`src/rtl/frame_streamer_if.sv`:
```
// frame_streamer_if: pixel stream bundle; master drives out_valid/pixel_out/sof/eol/eof, slave drives out_ready
interface frame_streamer_if #(
  parameter int DATA_W = 8
);
  logic                     out_valid;
  logic                     out_ready;
  logic signed [DATA_W-1:0] pixel_out;
  logic                     sof;
  logic                     eol;
  logic                     eof;
  modport master (output out_valid, pixel_out, sof, eol, eof, input out_ready);
  modport slave (input out_valid, pixel_out, sof, eol, eof, output out_ready);
endinterface

```
`src/rtl/frame_streamer.sv`:
```
// frame_streamer: raster pixel source from sync-read RAM (clk, rst, start, base_addr, busy, done, mem_rd_en/mem_addr/mem_rdata, st stream); FRAME_STREAMER_PAD_EN adds a zero border
module frame_streamer #(
  parameter int DATA_W = 8,
  parameter int IMG_W  = 8,
  parameter int IMG_H  = 8,
  parameter int ADDR_W = 16
) (
  input  logic                     clk,
  input  logic                     rst,
  input  logic                     start,
  input  logic [ADDR_W-1:0]        base_addr,
  output logic                     busy,
  output logic                     done,
  output logic                     mem_rd_en,
  output logic [ADDR_W-1:0]        mem_addr,
  input  logic signed [DATA_W-1:0] mem_rdata,
  frame_streamer_if.master         st
);
`ifdef FRAME_STREAMER_PAD_EN
  localparam int FW = IMG_W + 2;
  localparam int FH = IMG_H + 2;
`else
  localparam int FW = IMG_W;
  localparam int FH = IMG_H;
`endif
  localparam int CW = $clog2(FW);
  localparam int RW = $clog2(FH);
  typedef enum logic [1:0] {IDLE, STREAM, DRAIN} state_t;
  state_t state, state_n;
  logic [CW-1:0] col;
  logic [RW-1:0] row;
  logic [ADDR_W-1:0] addr;
  logic s1_v;
  logic [2:0] s1_m;
  logic [DATA_W+2:0] fifo [3];
  logic [DATA_W+2:0] head;
  logic [1:0] wp, rp, cnt;
  logic issue, last_col, last_row, pop;
  logic signed [DATA_W-1:0] cap;
  assign last_col = col == CW'(FW - 1);
  assign last_row = row == RW'(FH - 1);
  assign issue = state == STREAM && ({1'b0, cnt} + {2'b0, s1_v}) < 3'd3;
  assign pop = st.out_valid && st.out_ready;
  assign head = fifo[rp];
  assign busy = state != IDLE;
  assign mem_addr = addr;
  assign st.out_valid = cnt != 2'd0;
  assign st.pixel_out = st.out_valid ? head[DATA_W+2:3] : '0;
  assign st.sof = st.out_valid && head[2];
  assign st.eol = st.out_valid && head[1];
  assign st.eof = st.out_valid && head[0];
`ifdef FRAME_STREAMER_PAD_EN
  logic border, s1_pad;
  assign border = row == '0 || last_row || col == '0 || last_col;
  assign mem_rd_en = issue && !border;
  assign cap = s1_pad ? '0 : mem_rdata;
  always_ff @(posedge clk) s1_pad <= rst ? 1'b0 : issue && border;
`else
  assign mem_rd_en = issue;
  assign cap = mem_rdata;
`endif
  always_comb begin
    state_n = state == IDLE   ? (start ? STREAM : IDLE) :
              state == STREAM ? (issue && last_row && last_col ? DRAIN : STREAM) :
                                (pop && st.eof ? IDLE : DRAIN);
  end
  always_ff @(posedge clk) begin
    if (rst) begin
      state <= IDLE;
      row <= '0;
      col <= '0;
      addr <= '0;
      s1_v <= 1'b0;
      s1_m <= '0;
      wp <= '0;
      rp <= '0;
      cnt <= '0;
      done <= 1'b0;
    end else begin
      state <= state_n;
      done <= state == DRAIN && state_n == IDLE;
      s1_v <= issue;
      if (state == IDLE && start) begin
        addr <= base_addr;
        row <= '0;
        col <= '0;
      end
      if (issue) begin
        s1_m <= {row == '0 && col == '0, last_col, last_row && last_col};
        col <= last_col ? '0 : col + CW'(1);
        if (last_col) row <= row + RW'(1);
      end
      if (mem_rd_en) addr <= addr + ADDR_W'(1);
      if (s1_v) begin
        fifo[wp] <= {cap, s1_m};
        wp <= wp == 2'd2 ? 2'd0 : wp + 2'd1;
      end
      if (pop) rp <= rp == 2'd2 ? 2'd0 : rp + 2'd1;
      cnt <= cnt + {1'b0, s1_v} - {1'b0, pop};
    end
  end
endmodule

```
`src/flat_wrapper.sv`:
```
// flat-port wrapper written by rule: the top's interface ports become plain ports
module frame_streamer_flat 
#(
  parameter int DATA_W = 8,
  parameter int IMG_W  = 8,
  parameter int IMG_H  = 8,
  parameter int ADDR_W = 16
)
  (clk, rst, start, base_addr, busy, done, mem_rd_en, mem_addr, mem_rdata, st_out_valid, st_pixel_out, st_sof, st_eol, st_eof, st_out_ready);
  frame_streamer_if #(.DATA_W(DATA_W)) st_i ();
  input  logic clk;
  input  logic rst;
  input  logic start;
  input  logic [ADDR_W-1:0] base_addr;
  output logic busy;
  output logic done;
  output logic mem_rd_en;
  output logic [ADDR_W-1:0] mem_addr;
  input  logic signed [DATA_W-1:0] mem_rdata;
  output wire logic [$bits(st_i.out_valid)-1:0] st_out_valid;
  output wire logic [$bits(st_i.pixel_out)-1:0] st_pixel_out;
  output wire logic [$bits(st_i.sof)-1:0] st_sof;
  output wire logic [$bits(st_i.eol)-1:0] st_eol;
  output wire logic [$bits(st_i.eof)-1:0] st_eof;
  input wire logic [$bits(st_i.out_ready)-1:0] st_out_ready;
  assign st_out_valid = st_i.out_valid;
  assign st_pixel_out = st_i.pixel_out;
  assign st_sof = st_i.sof;
  assign st_eol = st_i.eol;
  assign st_eof = st_i.eof;
  assign st_i.out_ready = st_out_ready;
  frame_streamer #(.DATA_W(DATA_W), .IMG_W(IMG_W), .IMG_H(IMG_H), .ADDR_W(ADDR_W)) u_core (.clk(clk), .rst(rst), .start(start), .base_addr(base_addr), .busy(busy), .done(done), .mem_rd_en(mem_rd_en), .mem_addr(mem_addr), .mem_rdata(mem_rdata), .st(st_i));
endmodule
```
`config.mk`:
```
export PLATFORM = sky130hd
export DESIGN_NAME = frame_streamer_flat
export DESIGN_NICKNAME = d
export VERILOG_FILES = /design/src/rtl/frame_streamer_if.sv /design/src/rtl/frame_streamer.sv /design/src/flat_wrapper.sv
export SDC_FILE = /design/constraint.sdc
export NUM_CORES = 1
export LEC_CHECK = 0
export ABC_AREA = 1
export BUFFER_PORTS_ARGS = -buffer_cell sky130_fd_sc_hd__clkbuf_2
export CORE_MARGIN = 8
export CORE_UTILIZATION = 35
export DETAILED_ROUTE_END_ITERATION = 12
export GPL_ROUTABILITY_DRIVEN = 0
export PLACE_DENSITY = 0.55
export SLEW_MARGIN = 20
export SYNTH_ARGS = -nofsm -noshare
export SYNTH_HDL_FRONTEND = slang
export SYNTH_SLANG_ARGS = --single-unit
export TNS_END_PERCENT = 20
```
`constraint.sdc`:
```
create_clock -name clk -period 2.3 [get_ports clk]
set_input_delay 0.115 -clock clk [delete_from_list [all_inputs] [get_ports clk]]
set_output_delay 0.115 -clock clk [all_outputs]
set_load 0.005 [all_outputs]
```
==> results.txt <==
Result of the run - completed
Iter 0 DRT Violations - 90
Antenna cell count - 0
Post-Syn Instances - 373
WHS Endpoint - u_core.mem_addr[0]
Wl on met1 - 3.40 mm
Net Count, Synth - 412
Total power - 3.29 mW
Port-buffer cells - 58
Worst R2R End - u_core.mem_addr[11]
Vertical die dimension - 113 um
RSZ-0062 raised after global routing - false
Mean cell area of the mapped netlist - 8.77 um2
GRT Total Usage - 12.2%
Required @ worst endpoint - 2540 ps
Clock tree buffer depth - 2
Largest clock skew in the final design - 8.58 ps
Core region area - 9150 um2
Number of flip-flops and latches in the synthesized netlist - 70
Path class of the lowest-slack min-delay path - primary input to flip-flop
Global-route wire length before repair - 12.5 mm
Clock transition at the registers of the reported paths - 80 ps
Critical Path Sink Type - flip-flop
Final Hold Violating Endpoints - 0
Detailed-route wire length - 7.43 mm
Largest net degree at the start of global routing - 26
Final TNS setup - 0 ps
DR WL met2 - 3.54 mm
Fin util - 43.3%
Die Outline Area - 12700 um2
Wirelength per Cell - 13.3 um
Post-synth top flop - sky130_fd_sc_hd__dfxtp_1
DRC violations left - 0
Share of async-settable or async-resettable flops after synthesis - 0%
Most frequent cells after synthesis - sky130_fd_sc_hd__nand2_1 (85), sky130_fd_sc_hd__inv_1 (46), sky130_fd_sc_hd__dfxtp_1 (37)
Post-detailed-route count of antenna-violating nets - 0
TritonCTS Sinks - 70
Via-per-instance ratio - 4.75
Leakage power figure - 1.77 nW
Data arrival, critical path - 2220 ps
Dominant cell by count in the synthesized netlist - sky130_fd_sc_hd__nand2_1
R2R setup slack - 320 ps
Overall via count from detail_route - 2657
Launching point of the worst reg2reg path - u_core.cnt[0]
Post-layout min period - 1980 ps
Sum of met3 wire segment lengths after detailed routing - 389 um
Number of placed I/O pins - 59
Detail Placement HPWL - 5.27 mm
Number of distinct library cells after synthesis - 37
Netlist area before placement - 3270 um2
Layout Nets - 482
Post-CTS setup buffer count - 0
Synth top area cells - sky130_fd_sc_hd__edfxtp_1 (30%), sky130_fd_sc_hd__dfxtp_1 (23%), sky130_fd_sc_hd__nand2_1 (9.8%), sky130_fd_sc_hd__inv_1 (5.3%), sky130_fd_sc_hd__nand3_1 (5.0%)
Number of violations of the max-capacitance limit - 0
Final global-route overflow total - 0
Transition time at the pin with the least slew margin - 513 ps
Clock buffers created by TritonCTS - 9
Starting density of the core - 35.7%
Path type of the worst setup path - flip-flop to flip-flop
Number of H-tree branching levels - 3
Number of pins with negative max-slew slack in the final report - 0
Number of global-route vias before repair - 2672
Clk_lat worst skew - 340 ps
Synthesis-to-layout area growth - 21.1%
Min-Delay Startpoint - base_addr[0]
Post-synthesis sequential area ratio - 52.9%
VDD IR max - 0.231 mV
Fraction of layout instances using a drive strength above 1 - 21.0%
Die boundary width - 113 um
Root buffer selected by CTS - sky130_fd_sc_hd__clkbuf_8
Initial antenna violation count - 0
Reg2reg path depth - 12
Peak Freq - 504 MHz
Final setup violation count - 0
Worst max-slew margin expressed relative to the limit - 65.7%
TritonCTS clock tree - done
FP Rows - 35
Maximum fanout along the worst path - 25
Ys Warns - 0
Fin crit share - 86.3%
Number of iterations in the first detailed-routing pass - 4
Number of enable-type register cells in the synthesized netlist - 33
Top routing layer in use - met4
Number of filler cells placed in the layout - 915
Yosys top cell area share - 30.3%
Dominant cell type by area after synthesis - sky130_fd_sc_hd__edfxtp_1
Hold Crit Depth - 3
Power per cell area - 832 nW/um2
CP Launch Type - flip-flop
[state kept, by name, indices dropped and copies added, names as in the netlist, 2 cells and up, named ones only]
register	flops
u_core.mem_addr	16
u_core.rp	2
u_core.col	3
u_core.s1_m	3
u_core.wp	2
u_core.row	3
u_core.state	2
u_core.cnt	2
u_core.fifo	33
[where the power goes]
group	switching (mW)	total [mW]	leakage, nW	internal (mW)
Clock	0.465	0.992	0.100	0.527
Combinational	0.492	0.837	1.07	0.345
Sequential	0.0760	1.47	0.603	1.39
Total	1.03	3.29	1.77	2.26
[final cells by class]
cell class / count / area, um2 / share of cell area (%)
well taps: 111 / 139 / 3.51
inverters: 48 / 180 / 4.55
repair buffers: 73 / 423 / 10.7
clock inverters: 6 / 60.1 / 1.52
flip-flops and latches: 70 / 1730 / 43.7
multi-input cells: 241 / 1290 / 32.6
clock buffers: 10 / 138 / 3.47
[worst max-delay path by stage]
stage,start,slack [ps],endpoint
floorplan,rst,640,u_core.fifo[0][0]
global placement,u_core.cnt[0],390,u_core.done
detailed placement,u_core.cnt[0],320,u_core.mem_addr[11]
CTS,u_core.cnt[0],300,u_core.mem_addr[11]
global route,u_core.cnt[0],130,u_core.mem_addr[11]
finish,u_core.cnt[0],320,u_core.mem_addr[11]
[through the flow]
stage                     setup slack [ps]  std cells  hold WS, ps  instance area (um2)
after CTS                              302        559         14.9                 3960
final                                  316        559         27.2                 3960
after global placement                 393        535          321                 3680
after global routing                   128        559         21.8                 3960
after floorplan                        637        373          214                 3270
after detailed placement               317        535          323                 3680
[cell families (layout without fill, tap and decap cells)]
logic type	after synthesis	in the layout	share of synthesized area, %
buffers and inverters	62	137	7.65
AO/OA/AOI/OAI	53	53	10.4
flip-flops	70	70	52.9
AND/OR/NAND/NOR	171	171	23.2
adder cells (fa/ha/maj)	11	11	4.21
XOR/XNOR	6	6	1.61
[layout by cell type (no fill, tap or decap), types with 2 or more instances in the layout]
master	instances
sky130_fd_sc_hd__a211oi_1	3
sky130_fd_sc_hd__a21oi_1	19
sky130_fd_sc_hd__a31o_2	2
sky130_fd_sc_hd__a31oi_1	3
sky130_fd_sc_hd__a32o_1	2
sky130_fd_sc_hd__buf_4	7
sky130_fd_sc_hd__clkbuf_2	58
sky130_fd_sc_hd__clkbuf_8	10
sky130_fd_sc_hd__clkinv_2	2
sky130_fd_sc_hd__dfxtp_1	37
sky130_fd_sc_hd__dlygate4sd3_1	8
sky130_fd_sc_hd__edfxtp_1	33
sky130_fd_sc_hd__ha_1	11
sky130_fd_sc_hd__inv_1	46
sky130_fd_sc_hd__inv_2	2
sky130_fd_sc_hd__nand2_1	85
sky130_fd_sc_hd__nand2_2	2
sky130_fd_sc_hd__nand3_1	33
sky130_fd_sc_hd__nand4_1	3
sky130_fd_sc_hd__nor2_1	36
sky130_fd_sc_hd__nor2_4	3
sky130_fd_sc_hd__nor3_1	3
sky130_fd_sc_hd__o211ai_1	11
sky130_fd_sc_hd__o21ai_0	6
sky130_fd_sc_hd__o21ai_1	3
sky130_fd_sc_hd__xnor2_1	2
sky130_fd_sc_hd__xor2_1	4
[worst max-delay path, cell delays in order (launching register included)]
cell and delay [ps]:
sky130_fd_sc_hd__dfxtp_1 330, sky130_fd_sc_hd__ha_1 190, sky130_fd_sc_hd__ha_1 260, sky130_fd_sc_hd__nand2_1 50, sky130_fd_sc_hd__nand2_1 110, sky130_fd_sc_hd__nor2_8 340, sky130_fd_sc_hd__nand3_1 210, sky130_fd_sc_hd__inv_1 120
sky130_fd_sc_hd__nand2_1 50, sky130_fd_sc_hd__nand2_1 60, sky130_fd_sc_hd__nand3_1 60, sky130_fd_sc_hd__nand2_1 60, sky130_fd_sc_hd__inv_1 40
[layer usage]
layer / vias up / global-route usage [%]
met3: 10 / 3.49
met2: 55 / 20.4
met5: - / 0
met1: 1210 / 14.4
met4: 0 / 5.13
li1: 1382 / -
[what timing repair did]
action	in CTS	in global routing
hold endpoints to repair	24	0
gates resized for setup	0	0
hold buffers	8	0
Note: power is estimated with default switching activity, not from simulation.
